`config.mk`:
```
export PLATFORM = sky130hd
export DESIGN_NAME = slot_allocator
export DESIGN_NICKNAME = d
export VERILOG_FILES = /design/src/rtl/slot_allocator.sv
export SDC_FILE = /design/constraint.sdc
export NUM_CORES = 1
export LEC_CHECK = 0
export CAP_MARGIN = 0
export CORE_ASPECT_RATIO = 1.5
export CORE_UTILIZATION = 30
export CTS_CLUSTER_SIZE = 20
export DETAILED_ROUTE_END_ITERATION = 7
export PLACE_DENSITY_LB_ADDON = 0.05
export SLEW_MARGIN = 25
export SYNTH_ARGS = -nofsm -noshare
export SYNTH_HDL_FRONTEND = slang
export SYNTH_HIERARCHICAL = 1
export SYNTH_SLANG_ARGS = --single-unit
export TNS_END_PERCENT = 10
```
`constraint.sdc`:
```
create_clock -name clk_in -period 2.92 [get_ports clk_in]
set_input_delay 0.438 -clock clk_in [delete_from_list [all_inputs] [get_ports clk_in]]
set_output_delay 0.438 -clock clk_in [all_outputs]
set_load 0.03 [all_outputs]
```
`src/rtl/slot_allocator.sv`:
```
// Slot allocator: tracks occupancy of NUM_SLOT slots, grants the lowest free slot
// combinationally and accepts slot releases, with a sticky flag for bad releases.

module find_first_one_index #(
   parameter int unsigned VECTOR_LENGTH    = 8,
   parameter int unsigned MAX_OUTPUT_WIDTH = 32
) (
   input  logic [VECTOR_LENGTH-1:0]    vector_in,
   output logic [MAX_OUTPUT_WIDTH-1:0] first_one_index_out,
   output logic                        one_is_found_out
);

   // Scan from the top down so the lowest set bit is the last one written.
   always_comb begin
      first_one_index_out = '0;
      for (int i = VECTOR_LENGTH - 1; i >= 0; i--) begin
         if (vector_in[i]) begin
            first_one_index_out = MAX_OUTPUT_WIDTH'(i);
         end
      end
   end

   assign one_is_found_out = |vector_in;

endmodule

module slot_allocator #(
   parameter int unsigned NUM_SLOT      = 8,
   parameter int unsigned NUM_SLOT_LOG2 = 3
) (
   input  logic                     clk_in,
   input  logic                     reset_in,
   input  logic                     alloc_request_in,
   output logic                     alloc_grant_out,
   output logic [NUM_SLOT_LOG2-1:0] alloc_index_out,
   input  logic                     release_valid_in,
   input  logic [NUM_SLOT_LOG2-1:0] release_index_in,
   output logic [NUM_SLOT-1:0]      busy_vector_out,
   output logic [NUM_SLOT_LOG2:0]   busy_count_out,
   output logic                     full_out,
   output logic                     empty_out,
   output logic                     error_out
);

   localparam logic [NUM_SLOT_LOG2:0] FULL_COUNT = (NUM_SLOT_LOG2 + 1)'(NUM_SLOT);
   localparam logic [NUM_SLOT_LOG2:0] COUNT_ONE  = (NUM_SLOT_LOG2 + 1)'(1);

   logic [NUM_SLOT-1:0]      r_busy;
   logic [NUM_SLOT_LOG2:0]   r_count;
   logic                     r_full;
   logic                     r_empty;
   logic                     r_error;

   logic [NUM_SLOT-1:0]      w_free;
   logic [31:0]              w_cand_full;
   logic                     w_cand_found;
   logic [NUM_SLOT_LOG2-1:0] w_cand;
   logic                     w_grant;
   logic                     w_rel_in_range;
   logic                     w_rel_hit;
   logic                     w_rel_bad;
   logic [NUM_SLOT-1:0]      w_set_mask;
   logic [NUM_SLOT-1:0]      w_clr_mask;
   logic [NUM_SLOT-1:0]      w_busy_next;
   logic [NUM_SLOT_LOG2:0]   w_count_next;
   logic                     w_unused_cand;

   assign w_free = ~r_busy;

   find_first_one_index #(
      .VECTOR_LENGTH    (NUM_SLOT),
      .MAX_OUTPUT_WIDTH (32)
   ) u_find_free (
      .vector_in           (w_free),
      .first_one_index_out (w_cand_full),
      .one_is_found_out    (w_cand_found)
   );

   assign w_cand        = w_cand_full[NUM_SLOT_LOG2-1:0];
   assign w_unused_cand = ^{w_cand_full[31:NUM_SLOT_LOG2], w_cand_found};

   // Grant looks only at registered state, so a same-cycle release never frees a slot early.
   assign w_grant = alloc_request_in & ~r_full & ~reset_in;

   assign w_rel_in_range = (32'(release_index_in) < NUM_SLOT);
   assign w_rel_hit      = release_valid_in & w_rel_in_range & r_busy[release_index_in];
   assign w_rel_bad      = release_valid_in & ~w_rel_hit;

   always_comb begin
      w_set_mask   = '0;
      w_clr_mask   = '0;
      w_count_next = r_count;
      if (w_grant) begin
         w_set_mask[w_cand] = 1'b1;
      end
      if (w_rel_hit) begin
         w_clr_mask[release_index_in] = 1'b1;
      end
      w_busy_next = (r_busy | w_set_mask) & ~w_clr_mask;
      unique case ({w_grant, w_rel_hit})
         2'b10:   w_count_next = r_count + COUNT_ONE;
         2'b01:   w_count_next = r_count - COUNT_ONE;
         default: w_count_next = r_count;
      endcase
   end

   always_ff @(posedge clk_in or posedge reset_in) begin
      if (reset_in) begin
         r_busy  <= '0;
         r_count <= '0;
         r_full  <= 1'b0;
         r_empty <= 1'b1;
         r_error <= 1'b0;
      end else begin
         r_busy  <= w_busy_next;
         r_count <= w_count_next;
         r_full  <= (w_count_next == FULL_COUNT);
         r_empty <= (w_count_next == '0);
         r_error <= r_error | w_rel_bad;
      end
   end

   assign alloc_grant_out = w_grant;
   assign alloc_index_out = reset_in ? '0 : w_cand;
   assign busy_vector_out = r_busy;
   assign busy_count_out  = r_count;
   assign full_out        = r_full;
   assign empty_out       = r_empty;
   assign error_out       = r_error;

endmodule

```
======== Word level (Yosys, flattened, before mapping) ========
Index checks and enable logic that the tools add are counted.
cells by class
  add/subtract/negate cells ............... 2
  $lt $le $gt $ge ......................... 4
  eq/ne operators ......................... 3
  multiplexer cells ....................... 18
  bitwise gates (word level) .............. 12
  reduce and logical (&&, ||, !) cells .... 3
operators by type and width
  kind                                                                   number
  3-bit 2-to-1 mux                                                       9
  8-bit 2-to-1 mux                                                       2
  8-bit NOT                                                              2
  8-bit AND                                                              1
  3-bit by 4-bit < comparator with 1-bit output, second input constant   2
  8-bit OR                                                               1
  4-bit one-hot mux with 2 select lines                                  1
  1-bit demux with 3-bit select                                          2
  3-bit by 1-bit >= comparator with 1-bit output, second input constant  2
  4-bit by 1-bit adder with 4-bit output, second input constant          1
  1-bit AND                                                              4
  4-bit == test, second input constant                                   1
  4-bit logical NOT                                                      1
  4-bit by 1-bit subtractor with 4-bit output, second input constant     1
  1-bit binary-select mux with 3-bit select                              1
  1-bit 2-to-1 mux                                                       3
  1-bit NOT                                                              3
  2-bit by 1-bit == test with 1-bit output, second input constant        1
  2-bit == test, second input constant                                   1
  1-bit logical AND                                                      2
  1-bit OR                                                               1
word-level totals
  register bits ........................... 15

======== Depth between registers and ports, before layout ========
  depth in word-level cells ............... 16
  gate-level depth with buffers ........... 12
  mapped depth without buffers ............ 12

======== Modules after synthesis ========
Netlist, hierarchy kept.
modules (own cells, without submodules)
  module                times used  cells an instance  area each (um2)  seq. area each (um2)
  slot_allocator        1           94                 919.6            376.6
  find_first_one_index  1           43                 302.8            0.0

======== Worst setup path after synthesis ========
No wires, ideal clock.
  path kind ............................... flip-flop to flip-flop
  from .................................... reg r_busy[7], in the netlist busy_vector_out[7]
  to ...................................... reg r_full, in the netlist full_out
  data arrival time ....................... 2.804 ns
  setup slack ............................. 0.050 ns
  cell stages (with the launch flop) ...... 11
  buffers on the path ..................... 1
  clock period less this slack ............ 2.870 ns
  cell sequence ........................... dfrtp_1 mux2_1 a32oi_1 o211ai_1 and2_1 ha_1 buf_2 or4b_1 a21o_2 o221ai_2 and3_1
between the ends
  longest elaborated chain between the ends .. 6
  elaborated cells between the ends (all ways) .. 7
  those cells by class .................... eq/ne (3); mux (3); bitwise (1)
RTL lines
  element                                                                           RTL line  source
  from (decl)                                                                       48        logic [NUM_SLOT-1:0] r_busy;
  from (signal assigned)                                                            115       r_busy <= w_busy_next;
  1-bit binary-select mux with 3-bit select *                                       86        assign w_rel_hit = release_valid_in & w_rel_in_range & r_busy[release_index_in];
  1-bit 2-to-1 mux (implied by the code) *                                          86
  1-bit AND *                                                                       86
  2-bit by 1-bit == test with 1-bit output / 2-bit == test (equally long branches)  100       unique case ({w_grant, w_rel_hit})
  4-bit one-hot mux with 2 select lines *                                           100
  net w_count_next[3]                                                               65        logic [NUM_SLOT_LOG2:0] w_count_next;
  4-bit == test *                                                                   117       r_full <= (w_count_next == FULL_COUNT);
  to (signal assigned)                                                              117
  to (decl)                                                                         50        logic r_full;
The timed path passes the listed nets; every way through them passes the cells marked *. The select of a mux whose other input is x is not followed.

======== Final worst setup path ========
  from .................................... reg r_busy[6], in the netlist busy_vector_out[6]
  to ...................................... reg r_busy[1], in the netlist busy_vector_out[1]
between the ends
  longest elaborated chain between the ends .. 15
  elaborated cells between the ends (all ways) .. 21
  those cells by class .................... order compare (2); mux (13); bitwise (5); reduce/logical (1)
RTL lines
  element                                                                                                                                       RTL line  source
  8-bit NOT                                                                                                                                     68        assign w_free = ~r_busy;
  3-bit 2-to-1 mux (7 in series)                                                                                                                17        if (vector_in[i]) begin
  3-bit by 4-bit < comparator with 1-bit output (implied by the code) / 3-bit by 1-bit >= comparator with 1-bit output (equally long branches)  94        w_set_mask[w_cand] = 1'b1;
  1-bit logical AND (implied by the code)                                                                                                       94
  1-bit 2-to-1 mux (implied by the code)                                                                                                        94
  1-bit demux with 3-bit select                                                                                                                 94
  8-bit 2-to-1 mux                                                                                                                              93        if (w_grant) begin
  8-bit OR                                                                                                                                      99        w_busy_next = (r_busy | w_set_mask) & ~w_clr_mask;
  8-bit AND *                                                                                                                                   99
  net w_busy_next[1]                                                                                                                            64        logic [NUM_SLOT-1:0] w_busy_next;
Marks and branches as above.

==> flow_metrics.py <==
metrics = {
    "yosys": {
        "avgSynthCellArea_um2": 9.40,
        "syn_inst": 106,
        "ys_warn_count": 6,
        "synthesis.nets": 116,
        "syn_area_um2": 996,
    },
    "finish": {
        "nNetsFinal": 189,
        "post-route-cell-area_mm2": 0.00172,
        "n_antenna_cell": 0,
        "area_growth_pct": 72.9,
        "final.fill_count": 289,
        "seqCellArea_um2": 377,
        "multi_input_area_um2": 619,
        "drive_gt1_share_pct": 38.2,
    },
    "timing": {
        "rsz0062_at_grt": "true",
        "max_freq_mhz": 352,
        "tightest_slew_ps": 579,
        "clock_skew_ps": 2.56,
        "setup_ws_ps": 77.0,
        "hold_ws_ps": 477,
        "period_share_pct": 97.4,
        "finalSetupViolations": 0,
        "period_minus_slack_ps": 2840,
        "hold_viol": 0,
        "slew_viol_final": 0,
        "timing.slew.headroom_pct": 61.4,
    },
    "route": {
        "drtPass1Iterations": 4,
        "vias": 1092,
        "routed_via_density": 5.01,
        "routed_wirelength_um": 3270,
        "dr.first_iter.drc_count": 14,
        "ant_nets": 0,
        "drc": 0,
        "wl_per_cell_um": 15.0,
    },
    "power_and_ir_drop": {
        "p_comb_share_pct": 69.0,
        "powerDensity_mw_per_mm2": 1060,
        "netSwitchingFraction_pct": 44.7,
        "power_mw": 1.83,
        "pwr-share-clk_pct": 9.2,
        "worst_ir_drop_vdd_v": 0.000621,
        "p_int_mw": 1.01,
        "p_sw_uw": 819,
        "p_leak_nw": 0.787,
        "sequentialPowerShare_pct": 21.9,
    },
    "hold_path": {
        "holdPathEnd": "error_out$_DFF_PP0_",
        "hold_path_class": "flip-flop to flip-flop",
        "worstHoldStart": "error_out$_DFF_PP0_",
        "hold_depth": 1,
    },
    "setup_path": {
        "r2r_start": "busy_vector_out[6]$_DFF_PP0_",
        "r2r_slack_ps": 80,
        "cp.arrival_ps": 3010,
        "slowest_stage": "dfrtp_1",
        "rr_endpoint": "busy_vector_out[1]$_DFF_PP0_",
        "path_buf_inv": 12,
        "worstSetupPathType": "flip-flop to flip-flop",
        "reg2reg_depth": 16,
        "worst_path_most_repeated_cell": "buf_4",
        "path_delay_family": "buffers and inverters",
        "crit_chain": "mux2_4, a32oi_2, o211ai_1, buf_4, buf_4, buf_4, buf_4, buf_4, buf_4, buf_4, buf_4, buf_4, buf_4, buf_4, buf_4, a31oi_1",
        "required_ps": 3080,
        "startpoint": "busy_vector_out[6]$_DFF_PP0_",
        "startpoint_type": "flip-flop",
        "crit_path_end_kind": "flip-flop",
        "slowest_delay_ps": 410,
        "path_max_fanout": 5,
    },
    "clock_tree": {
        "cts.sinks": 15,
        "h-tree-depth": 1,
        "cts_tree": "yes",
        "cts_hold_buf": 0,
        "cts_buffer_depth": 2,
        "path_clk_slew_ps": 60,
        "cts_root_buf": "clkbuf_8",
        "cts_buffers": 3,
        "clk_latency_ps": 250,
    },
    "placement": {
        "pre_cts_ws_ps": -564,
        "gp_congestion": 0.789,
        "io_buffers": 25,
        "hpwl_um": 2260,
        "place_area_mm2": 0.00144,
    },
    "grt": {
        "grt_max_degree": 16,
        "grt_overflow": 0,
        "grt_usage_pct": 20.1,
        "grt_pass1_wl_um": 5280,
        "antenna_found_initial": 0,
        "grt_pass1_vias": 1149,
    },
    "run_status": {
        "outcome": "finished clean",
    },
    "die": {
        "die_h_um": 72.6,
        "start_util_pct": 31.5,
        "die_w_um": 49.0,
        "die-area_mm2": 0.00356,
        "std_cell_rows": 25,
        "core_area_mm2": 0.00316,
        "num_io_pins": 26,
    },
    "flow_run": {
        "max-cap-violations": 0,
    },
}
-- area by class of cell --
type,instances,share of cell area (%)
flip-flops and latches,15,21.9
repair buffers,69,33.4
clock buffers,4,2.62
well taps,40,2.91
multi-input cells,75,36.0
inverters,15,3.27
-- through the flow --
stage,TNS (ps),util [%],cells
global route,-48.6,54.5,218
finish,0,54.5,218
floorplan,0,-,106
global placement,-1630,45.6,190
CTS,0,53.2,215
detailed placement,-1600,45.6,190
-- layer usage --
metal	routed length, um	global-route usage (%)	vias to the layer above
met5	0	0	-
met4	132	13.7	0
met3	69	1.88	13
met2	1900	39.7	31
met1	1170	19.2	523
li1	-	-	525
-- registers in the layout, summed over array words and instances, names as in the netlist --
register and cells:
busy_vector_out 8, error_out 1, full_out 1, empty_out 1, busy_count_out 4
-- worst reg2reg max path, cell delays in order, from the launching register on --
cell,delay [ps]
dfrtp_1,410
mux2_4,290
a32oi_2,250
o211ai_1,150
buf_4,160
buf_4,120
buf_4,120
buf_4,120
buf_4,120
buf_4,120
buf_4,120
buf_4,120
buf_4,120
buf_4,120
buf_4,120
buf_4,140
a31oi_1,180
-- power groups by stage --
stage	clock network (mW)	registers [mW]	logic [mW]
2_1_floorplan	0	0.539	0.441
3_3_place_gp	0	0.403	1.03
3_5_place_dp	0	0.401	1.03
4_1_cts	0.175	0.401	1.22
5_1_grt	0.182	0.422	1.35
6_report	0.168	0.401	1.26
-- what timing repair did --
item,CTS,global route
gates resized for setup,11,8
pin swaps,5,4
endpoints found under the setup margin,4,5
buffers inserted,21,3
-- cells in the final DEF (no fill, tap or decap), types with 2 or more instances in the layout --
| cell | count |
|---|---|
| a31oi_1 | 11 |
| clkdlybuf4s50_1 | 22 |
| mux2_4 | 2 |
| dfrtp_1 | 14 |
| a21oi_1 | 7 |
| buf_4 | 44 |
| clkbuf_8 | 3 |
| o21bai_1 | 2 |
| inv_1 | 13 |
| nor2_1 | 8 |
| and2_1 | 3 |
| nor2b_1 | 9 |
| inv_2 | 2 |
| o41ai_1 | 2 |
-- worst max path at each step --
stage	slack (ps)	end	cells after the start
6_report	80	busy_vector_out[1]$_DFF_PP0_	16
5_1_grt	-40	empty_out$_DFF_PP1_	12
4_1_cts	90	empty_out$_DFF_PP1_	13
3_5_place_dp	-560	empty_out$_DFF_PP1_	13
3_3_place_gp	-590	empty_out$_DFF_PP1_	13
2_1_floorplan	50	full_out$_DFF_PP0_	10
No activity file was read; power rests on OpenSTA's default activity.
